File: config.mk
export PLATFORM = sky130hd
export DESIGN_NAME = seq_alu_flat
export DESIGN_NICKNAME = d
export VERILOG_FILES = /design/src/rtl/seq_alu_if.sv /design/src/rtl/seq_alu.sv /design/src/flat_wrapper.sv
export SDC_FILE = /design/constraint.sdc
export NUM_CORES = 1
export LEC_CHECK = 0
export CAP_MARGIN = 20
export CORE_ASPECT_RATIO = 0.5
export CORE_UTILIZATION = 50
export CTS_CLUSTER_DIAMETER = 80
export DETAILED_ROUTE_END_ITERATION = 6
export PLACE_DENSITY = 0.82
export SETUP_SLACK_MARGIN = 0.1
export SLEW_MARGIN = 25
export SYNTH_ARGS = -nofsm -noshare
export SYNTH_HDL_FRONTEND = slang
export SYNTH_SLANG_ARGS = --single-unit
File: constraint.sdc
create_clock -name clk -period 5.7 [get_ports clk]
set_clock_uncertainty 0.05 [all_clocks]
set_input_delay 1.71 -clock clk [delete_from_list [all_inputs] [get_ports clk]]
set_output_delay 1.71 -clock clk [all_outputs]
set_load 0.02 [all_outputs]
File: src/rtl/seq_alu_if.sv
// Handshake/data bundle between the operand register file, seq_alu and writeback.
// The master side issues operations and consumes results; the slave side is the ALU.
interface seq_alu_if #(
   parameter int WIDTH = 32
);
   logic             in_valid;
   logic             in_ready;
   logic [3:0]       opcode;
   logic [WIDTH-1:0] a;
   logic [WIDTH-1:0] b;
   logic             out_valid;
   logic             out_ready;
   logic [WIDTH-1:0] result;
   logic             flag_zero;
   logic             flag_ovf;
   logic             flag_neg;
   logic             flag_ill;

   modport master (
      output in_valid, opcode, a, b, out_ready,
      input  in_ready, out_valid, result, flag_zero, flag_ovf, flag_neg, flag_ill
   );

   modport slave (
      input  in_valid, opcode, a, b, out_ready,
      output in_ready, out_valid, result, flag_zero, flag_ovf, flag_neg, flag_ill
   );
endinterface

File: src/rtl/seq_alu.sv
// seq_alu: multi-cycle signed ALU with valid/ready handshake.
// Single-cycle ops: SLA, SRA, ADD, SUB, AND, OR, NOT. Iterative ops: MUL (shift-add),
// and DIV/REM (restoring) when the SEQ_ALU_DIV_EN macro is defined. Without that macro
// opcodes 8/9 are reported as illegal and no divider hardware exists.
// One operation is in flight at a time; results are held until the consumer takes them.
module seq_alu #(
   parameter int WIDTH = 32
) (
   input logic      clk,
   input logic      rst,
   seq_alu_if.slave bus
);
   localparam int CNT_W = $clog2(WIDTH) + 1;

   localparam logic [3:0] OP_SLA = 4'd0;
   localparam logic [3:0] OP_SRA = 4'd1;
   localparam logic [3:0] OP_ADD = 4'd2;
   localparam logic [3:0] OP_SUB = 4'd3;
   localparam logic [3:0] OP_MUL = 4'd4;
   localparam logic [3:0] OP_AND = 4'd5;
   localparam logic [3:0] OP_OR  = 4'd6;
   localparam logic [3:0] OP_NOT = 4'd7;
`ifdef SEQ_ALU_DIV_EN
   localparam logic [3:0] OP_DIV = 4'd8;
   localparam logic [3:0] OP_REM = 4'd9;
`endif

`ifdef SEQ_ALU_DIV_EN
   typedef enum logic [1:0] {IDLE, MUL, DIV, DONE} stateT;
`else
   typedef enum logic [1:0] {IDLE, MUL, DONE} stateT;
`endif

   stateT              state_q, state_d;
   logic [CNT_W-1:0]   cnt_q, cnt_d;
   logic [2*WIDTH-1:0] acc_q, acc_d;
   logic [2*WIDTH-1:0] mcand_q, mcand_d;
   logic [WIDTH-1:0]   mplier_q, mplier_d;
   logic               negRes_q, negRes_d;
   logic [WIDTH-1:0]   result_q, result_d;
   logic               ovf_q, ovf_d;
   logic               ill_q, ill_d;
   logic               zero_q, zero_d;
   logic               neg_q, neg_d;

   logic               accept;
   logic               lastIter;
   logic [WIDTH-1:0]   absA, absB;
   logic [WIDTH-1:0]   sum, diff;
   logic [2*WIDTH-1:0] mulAccNext;
   logic [WIDTH-1:0]   mulLow;
   logic               mulOvf;

   logic               load;
   logic [WIDTH-1:0]   newRes;
   logic               newOvf;
   logic               newIll;

`ifdef SEQ_ALU_DIV_EN
   logic [WIDTH-1:0]   quo_q, quo_d;
   logic [WIDTH-1:0]   rem_q, rem_d;
   logic [WIDTH-1:0]   divisor_q, divisor_d;
   logic [WIDTH-1:0]   dividend_q, dividend_d;
   logic               isRem_q, isRem_d;
   logic               divOvf_q, divOvf_d;
   logic [WIDTH:0]     divShift, divTrial;
   logic               divBit;
   logic               divZero;
   logic [WIDTH-1:0]   quoNext, remNext, quoOut, remOut;
`endif

   assign accept   = bus.in_valid & bus.in_ready;
   assign lastIter = (cnt_q == CNT_W'(WIDTH - 1));
   assign absA     = bus.a[WIDTH-1] ? -bus.a : bus.a;
   assign absB     = bus.b[WIDTH-1] ? -bus.b : bus.b;
   assign sum      = bus.a + bus.b;
   assign diff     = bus.a - bus.b;

   // Magnitude product grows by one partial product per cycle; the signed view and its
   // overflow test are taken from the value about to be written on the last iteration.
   assign mulAccNext = mplier_q[0] ? (acc_q + mcand_q) : acc_q;
   assign mulLow     = negRes_q ? -mulAccNext[WIDTH-1:0] : mulAccNext[WIDTH-1:0];
   assign mulOvf     = negRes_q
                       ? ((|mulAccNext[2*WIDTH-1:WIDTH]) |
                          (mulAccNext[WIDTH-1] & (|mulAccNext[WIDTH-2:0])))
                       : (|mulAccNext[2*WIDTH-1:WIDTH-1]);

`ifdef SEQ_ALU_DIV_EN
   // Restoring step: shift the next dividend bit into the partial remainder and keep the
   // trial subtraction only when it does not borrow.
   assign divShift = {rem_q, quo_q[WIDTH-1]};
   assign divTrial = divShift - {1'b0, divisor_q};
   assign divBit   = ~divTrial[WIDTH];
   assign remNext  = divBit ? divTrial[WIDTH-1:0] : divShift[WIDTH-1:0];
   assign quoNext  = {quo_q[WIDTH-2:0], divBit};
   assign divZero  = (divisor_q == '0);
   assign quoOut   = divZero ? '1 : (negRes_q ? -quoNext : quoNext);
   assign remOut   = divZero ? dividend_q : (dividend_q[WIDTH-1] ? -remNext : remNext);
`endif

   // State register; reset abandons any operation in flight.
   always_ff @(posedge clk) begin
      if (rst) begin
         state_q <= IDLE;
      end else begin
         state_q <= state_d;
      end
   end

   // Next-state logic: single-cycle ops go straight to DONE, iterative ops count WIDTH steps.
   always_comb begin
      state_d = state_q;
      case (state_q)
         IDLE: begin
            if (accept) begin
               if (bus.opcode == OP_MUL) state_d = MUL;
`ifdef SEQ_ALU_DIV_EN
               else if ((bus.opcode == OP_DIV) || (bus.opcode == OP_REM)) state_d = DIV;
`endif
               else state_d = DONE;
            end
         end
         MUL: if (lastIter) state_d = DONE;
`ifdef SEQ_ALU_DIV_EN
         DIV: if (lastIter) state_d = DONE;
`endif
         DONE: if (bus.out_ready) state_d = IDLE;
         default: state_d = IDLE;
      endcase
   end

   // Handshake outputs are pure functions of the state.
   always_comb begin
      bus.in_ready  = (state_q == IDLE);
      bus.out_valid = (state_q == DONE);
   end

   assign bus.result    = result_q;
   assign bus.flag_zero = zero_q;
   assign bus.flag_ovf  = ovf_q;
   assign bus.flag_neg  = neg_q;
   assign bus.flag_ill  = ill_q;

   // Datapath next values: capture operands on accept, iterate in MUL/DIV, and load the
   // result register once; zero/neg are taken from the exact value being registered.
   always_comb begin
      cnt_d    = cnt_q;
      acc_d    = acc_q;
      mcand_d  = mcand_q;
      mplier_d = mplier_q;
      negRes_d = negRes_q;
      result_d = result_q;
      ovf_d    = ovf_q;
      ill_d    = ill_q;
      zero_d   = zero_q;
      neg_d    = neg_q;
      load     = 1'b0;
      newRes   = '0;
      newOvf   = 1'b0;
      newIll   = 1'b0;
`ifdef SEQ_ALU_DIV_EN
      quo_d      = quo_q;
      rem_d      = rem_q;
      divisor_d  = divisor_q;
      dividend_d = dividend_q;
      isRem_d    = isRem_q;
      divOvf_d   = divOvf_q;
`endif
      case (state_q)
         IDLE: begin
            if (accept) begin
               cnt_d = '0;
               load  = 1'b1;
               case (bus.opcode)
                  OP_SLA: begin
                     newRes = {bus.a[WIDTH-2:0], 1'b0};
                     newOvf = bus.a[WIDTH-1] ^ bus.a[WIDTH-2];
                  end
                  OP_SRA: newRes = {bus.a[WIDTH-1], bus.a[WIDTH-1:1]};
                  OP_ADD: begin
                     newRes = sum;
                     newOvf = (bus.a[WIDTH-1] == bus.b[WIDTH-1]) && (sum[WIDTH-1] != bus.a[WIDTH-1]);
                  end
                  OP_SUB: begin
                     newRes = diff;
                     newOvf = (bus.a[WIDTH-1] != bus.b[WIDTH-1]) && (diff[WIDTH-1] != bus.a[WIDTH-1]);
                  end
                  OP_MUL: begin
                     load     = 1'b0;
                     acc_d    = '0;
                     mcand_d  = {{WIDTH{1'b0}}, absA};
                     mplier_d = absB;
                     negRes_d = bus.a[WIDTH-1] ^ bus.b[WIDTH-1];
                  end
                  OP_AND: newRes = bus.a & bus.b;
                  OP_OR:  newRes = bus.a | bus.b;
                  OP_NOT: newRes = ~bus.a;
`ifdef SEQ_ALU_DIV_EN
                  OP_DIV, OP_REM: begin
                     load       = 1'b0;
                     quo_d      = absA;
                     rem_d      = '0;
                     divisor_d  = absB;
                     dividend_d = bus.a;
                     negRes_d   = bus.a[WIDTH-1] ^ bus.b[WIDTH-1];
                     isRem_d    = (bus.opcode == OP_REM);
                     divOvf_d   = (bus.a == {1'b1, {(WIDTH-1){1'b0}}}) && (bus.b == '1);
                  end
`endif
                  default: newIll = 1'b1;
               endcase
            end
         end
         MUL: begin
            acc_d    = mulAccNext;
            mcand_d  = mcand_q << 1;
            mplier_d = mplier_q >> 1;
            cnt_d    = cnt_q + CNT_W'(1);
            if (lastIter) begin
               load   = 1'b1;
               newRes = mulLow;
               newOvf = mulOvf;
            end
         end
`ifdef SEQ_ALU_DIV_EN
         DIV: begin
            quo_d = quoNext;
            rem_d = remNext;
            cnt_d = cnt_q + CNT_W'(1);
            if (lastIter) begin
               load   = 1'b1;
               newRes = isRem_q ? remOut : quoOut;
               newOvf = divZero | divOvf_q;
            end
         end
`endif
         default: ;
      endcase
      if (load) begin
         result_d = newRes;
         ovf_d    = newOvf;
         ill_d    = newIll;
         zero_d   = (newRes == '0);
         neg_d    = newRes[WIDTH-1];
      end
   end

   // Datapath registers; reset clears results, flags and any captured operands.
   always_ff @(posedge clk) begin
      if (rst) begin
         cnt_q      <= '0;
         acc_q      <= '0;
         mcand_q    <= '0;
         mplier_q   <= '0;
         negRes_q   <= 1'b0;
         result_q   <= '0;
         ovf_q      <= 1'b0;
         ill_q      <= 1'b0;
         zero_q     <= 1'b0;
         neg_q      <= 1'b0;
`ifdef SEQ_ALU_DIV_EN
         quo_q      <= '0;
         rem_q      <= '0;
         divisor_q  <= '0;
         dividend_q <= '0;
         isRem_q    <= 1'b0;
         divOvf_q   <= 1'b0;
`endif
      end else begin
         cnt_q      <= cnt_d;
         acc_q      <= acc_d;
         mcand_q    <= mcand_d;
         mplier_q   <= mplier_d;
         negRes_q   <= negRes_d;
         result_q   <= result_d;
         ovf_q      <= ovf_d;
         ill_q      <= ill_d;
         zero_q     <= zero_d;
         neg_q      <= neg_d;
`ifdef SEQ_ALU_DIV_EN
         quo_q      <= quo_d;
         rem_q      <= rem_d;
         divisor_q  <= divisor_d;
         dividend_q <= dividend_d;
         isRem_q    <= isRem_d;
         divOvf_q   <= divOvf_d;
`endif
      end
   end
endmodule
File: src/flat_wrapper.sv
// flat-port wrapper written by rule: the top's interface ports become plain ports
module seq_alu_flat 
#(
   parameter int WIDTH = 32
)
  (clk, rst, bus_in_valid, bus_opcode, bus_a, bus_b, bus_out_ready, bus_in_ready, bus_out_valid, bus_result, bus_flag_zero, bus_flag_ovf, bus_flag_neg, bus_flag_ill);
  seq_alu_if #(.WIDTH(WIDTH)) bus_i ();
  input logic clk;
  input logic rst;
  input wire logic [$bits(bus_i.in_valid)-1:0] bus_in_valid;
  input wire logic [$bits(bus_i.opcode)-1:0] bus_opcode;
  input wire logic [$bits(bus_i.a)-1:0] bus_a;
  input wire logic [$bits(bus_i.b)-1:0] bus_b;
  input wire logic [$bits(bus_i.out_ready)-1:0] bus_out_ready;
  output wire logic [$bits(bus_i.in_ready)-1:0] bus_in_ready;
  output wire logic [$bits(bus_i.out_valid)-1:0] bus_out_valid;
  output wire logic [$bits(bus_i.result)-1:0] bus_result;
  output wire logic [$bits(bus_i.flag_zero)-1:0] bus_flag_zero;
  output wire logic [$bits(bus_i.flag_ovf)-1:0] bus_flag_ovf;
  output wire logic [$bits(bus_i.flag_neg)-1:0] bus_flag_neg;
  output wire logic [$bits(bus_i.flag_ill)-1:0] bus_flag_ill;
  assign bus_i.in_valid = bus_in_valid;
  assign bus_i.opcode = bus_opcode;
  assign bus_i.a = bus_a;
  assign bus_i.b = bus_b;
  assign bus_i.out_ready = bus_out_ready;
  assign bus_in_ready = bus_i.in_ready;
  assign bus_out_valid = bus_i.out_valid;
  assign bus_result = bus_i.result;
  assign bus_flag_zero = bus_i.flag_zero;
  assign bus_flag_ovf = bus_i.flag_ovf;
  assign bus_flag_neg = bus_i.flag_neg;
  assign bus_flag_ill = bus_i.flag_ill;
  seq_alu #(.WIDTH(WIDTH)) u_core (.clk(clk), .rst(rst), .bus(bus_i));
endmodule
==> summary.md <==
| Metric | Value |
|---|---|
| Initial core utilization | 51.5% |
| Total GRT Usage | 36.9% |
| Initial DRC Count | 2871 |
| Mapped Nets | 3219 |
| Vias in the first global route | 22529 |
| RSZ-0062 raised after global routing | yes |
| Worst-skew pair later-pin latency | 0.58 ns |
| Syn-to-layout area delta | 23.4% |
| Final worst path period need | 5.54 ns |
| Post-DP Area | 0.0250 sq mm |
| Initial antenna violation count | 0 |
| Count of pins over their slew limit | 0 |
| Per-cell routed wire length | 21.5 um |
| Post-Syn Instances | 2982 |
| DR vias | 24899 |
| Leak | 10.3 nW |
| CP top delay family | simple AND/OR/NAND/NOR gates |
| Initial DRT Pass Iterations | 6 |
| Cell taking the most area after synthesis | dfxtp_1 |
| Crit-path cells | clkdlybuf4s50_1, inv_1, ha_4, or3_4, or4_4, nor2_4, o31ai_4, a2111oi_4, buf_4, mux2i_1, a31oi_1, a221oi_1, nand3_1, a2111o_1, or4b_4, o31ai_2 |
| DRC | 0 |
| Worst R2R Path Depth | 14 |
| Maximum vdd drop | 0.207 mV |
| Die Span Y | 147 um |
| Top cells by area, synth | dfxtp_1 (19%), ha_1 (9.6%), a21oi_1 (7.9%) |
| Fin crit share | 97.2% |
| Detailed placement HPWL | 63100 um |
| R2R Setup Slk | 0.57 ns |
| Reg-to-Reg Start | u_core.mcand_q[0] |
| Cts bufs inserted | 23 |
| # rows | 52 |
| Worst-Margin Slew | 1.07 ns |
| H-tree levels | 1 |
| Die W | 293 um |
| R2R Path End | u_core.bus.flag_ovf |
| Top fanout value on the critical path | 5 |
| # clock sinks | 204 |
| Cell Pwr Density | 168 mW/mm^2 |
| Final nets | 3513 |
| Longest Clk Path Bufs | 3 |
| Core area | 0.0411 sq mm |
| EDFF count, synth | 0 |
| Io pins | 110 |
| Sequential area share after synthesis | 19.3% |
| Final Cell Area | 0.0261 sq mm |
| Antenna viol nets, final | 0 |
| Worst hold slack | 0.408 ns |
| Final setup vio count | 0 |
| Slowest stage delay, CP | 0.53 ns |
| Die area | 0.0432 sq mm |
| Setup WS pre-CTS | -0.705 ns |
| MaxCap Viol Count | 0 |
| Total number of yosys warnings | 0 |
| Antenna diode count | 0 |
| Overflow after GRT | 0 |
| Fill count | 3643 |
| Mapped Area | 0.0211 sq mm |
| Gpl congestion | 1.03 |
| Outcome | completed |
| Seq cells post-synth | 204 |
| WHS Path Cells | 2 |
| First-pass GRT wire length | 127000 um |
| Unique masters post-synth | 106 |
| Share of cells above drive strength 1 | 16.1% |
| Ys flop type | dfxtp_1 |
| Crit path required time | 6.15 ns |
| Max-slew headroom at the worst pin | 28.3% |
| Crit end category | flop |
| Final wirelength | 83000 um |
| # port buffers | 109 |
| Crit path buffers/inverters | 3 |
| Ys async rst share | 0% |
| Hold Crit Endpoint | u_core.mplier_q[2] |
| Routed vias/inst | 6.45 |
| Tot Pwr | 4.39 mW |
| Setup CP Type | primary input to flop |
| Final WS setup | 0.161 ns |
| Setup TNS | 0 ns |
| Startpoint Class | primary input |
| Reg clk slew, reported paths | 0.07 ns |
| CTS Root Cell | clkbuf_16 |
| CTS tree | yes |
| Critical Path AT | 5.99 ns |
| Avg Cell Area, Syn | 7.09 sq um |
| Final hold violation count | 0 |
| Hold Crit Start | u_core.mplier_q[3] |
| Top-area cell type share of the netlist area | 19.3% |
| F_max | 0.181 GHz |
| CP max stage cell | or4_4 |
| Worst hold path class | flop to flop |
| Pin count of the biggest net entering global routing | 179 |
==> tightest hold or removal path, delay by kind of cell (launching register included) <==
family          cells  cell delay [ns]
flops               1             0.31
simple gates        1             0.05
compound gates      1             0.05
==> synthesized netlist by cell type (8+ instances only) <==
cell / instances
a221o_1: 8
or2_2: 11
o22ai_1: 19
o311ai_0: 12
a221oi_1: 20
a211o_1: 10
a21oi_1: 333
o21a_1: 19
nand4_1: 55
dfxtp_1: 204
mux2i_1: 30
and2_1: 17
nand2_1: 270
o221ai_1: 8
a211oi_1: 86
xnor2_1: 99
and3_1: 20
mux2_2: 10
a21o_1: 29
a2111oi_0: 9
nor3_1: 69
or3_1: 22
nor2b_1: 21
o31a_1: 10
a31oi_1: 50
inv_1: 129
clkbuf_1: 165
xor2_1: 24
o21ai_0: 140
buf_1: 21
nor2_1: 349
a222oi_1: 8
o21bai_1: 23
ha_1: 162
o2111ai_1: 12
nand3_1: 120
o31ai_1: 40
nand2b_1: 32
clkbuf_8: 8
nor4_1: 24
o41ai_1: 23
or4_1: 14
a22oi_1: 42
o211ai_1: 40
==> report_power, final <==
part           switching [mW]  internal [mW]
Combinational           0.709          0.522
Clock                   0.731          0.959
Sequential             0.0210           1.45
==> what timing repair did <==
action | in CTS | in global routing
buffers inserted | 2 | 1
hold buffers | 0 | 0
endpoints found under the setup margin | 2 | 2
gates resized for setup | 8 | 59
pin swaps | 5 | 14
==> layer usage <==
metal	routed length, um	vias up	track usage (%)
met5	0	-	0
met4	3000	0	12.8
met3	8870	198	6.63
met2	35600	1277	57.1
met1	35600	11771	51.5
li1	-	11653	-
==> logic make-up (layout without fill, tap and decap cells) <==
kind of cell	after synthesis	in the layout	synth area share, %
buffers and inverters	331	642	6.34
flip-flops	204	204	19.3
AND/OR/NAND/NOR	1076	1076	24.4
multiplexers	41	41	2.06
adder cells (fa/ha/maj)	165	165	9.87
AO/OA/AOI/OAI	1042	1042	33.0
XOR/XNOR	123	123	5.09
==> through the flow <==
step,std cells,utilization (%)
2_1_floorplan,2982,-
3_3_place_gp,3815,60.9
3_5_place_dp,3815,60.9
4_1_cts,3859,63.0
5_1_grt,3860,63.5
6_report,3860,63.5
==> sequential cells by signal, indices dropped and copies added, names as in the netlist <==
signal                count
u_core.mcand_q           64
u_core.bus.flag_zero      1
u_core.bus.result        32
u_core.mplier_q          32
u_core.acc_q             64
u_core.state_q            2
u_core.negRes_q           1
u_core.bus.flag_ill       1
u_core.cnt_q              6
u_core.bus.flag_ovf       1
==> placed cells by master, fill, tap and decap left out, types with 99 or more instances in the layout <==
cell type  instances
buf_4            353
nor2_1           346
o21ai_0          139
ha_1             153
nand3_1          120
xnor2_1           99
dfxtp_1          203
nand2_1          270
a21oi_1          330
inv_1            115
==> worst max path at each step <==
stage / from / end / cells past startpoint
global placement: bus_b[17] / u_core.bus.flag_zero / 16
floorplan: bus_a[18] / u_core.bus.flag_zero / 15
CTS: bus_a[17] / u_core.bus.flag_zero / 16
global route: bus_b[10] / u_core.bus.flag_zero / 16
finish: bus_a[12] / u_core.bus.flag_zero / 16
detailed placement: bus_b[14] / u_core.bus.flag_ovf / 19
==> layout make-up <==
cell class / instances / area [sq um] / share of cell area, %
Timing Repair Buffer: 470 / 3940 / 15.1
Clock buffer: 30 / 652 / 2.50
Clock inverter: 12 / 174 / 0.667
Multi-Input combinational cell: 2447 / 16000 / 61.5
Inverter: 130 / 488 / 1.87
Sequential cell: 204 / 4090 / 15.7
Tap cell: 567 / 709 / 2.72
Note: power is estimated with default switching activity, not from simulation.
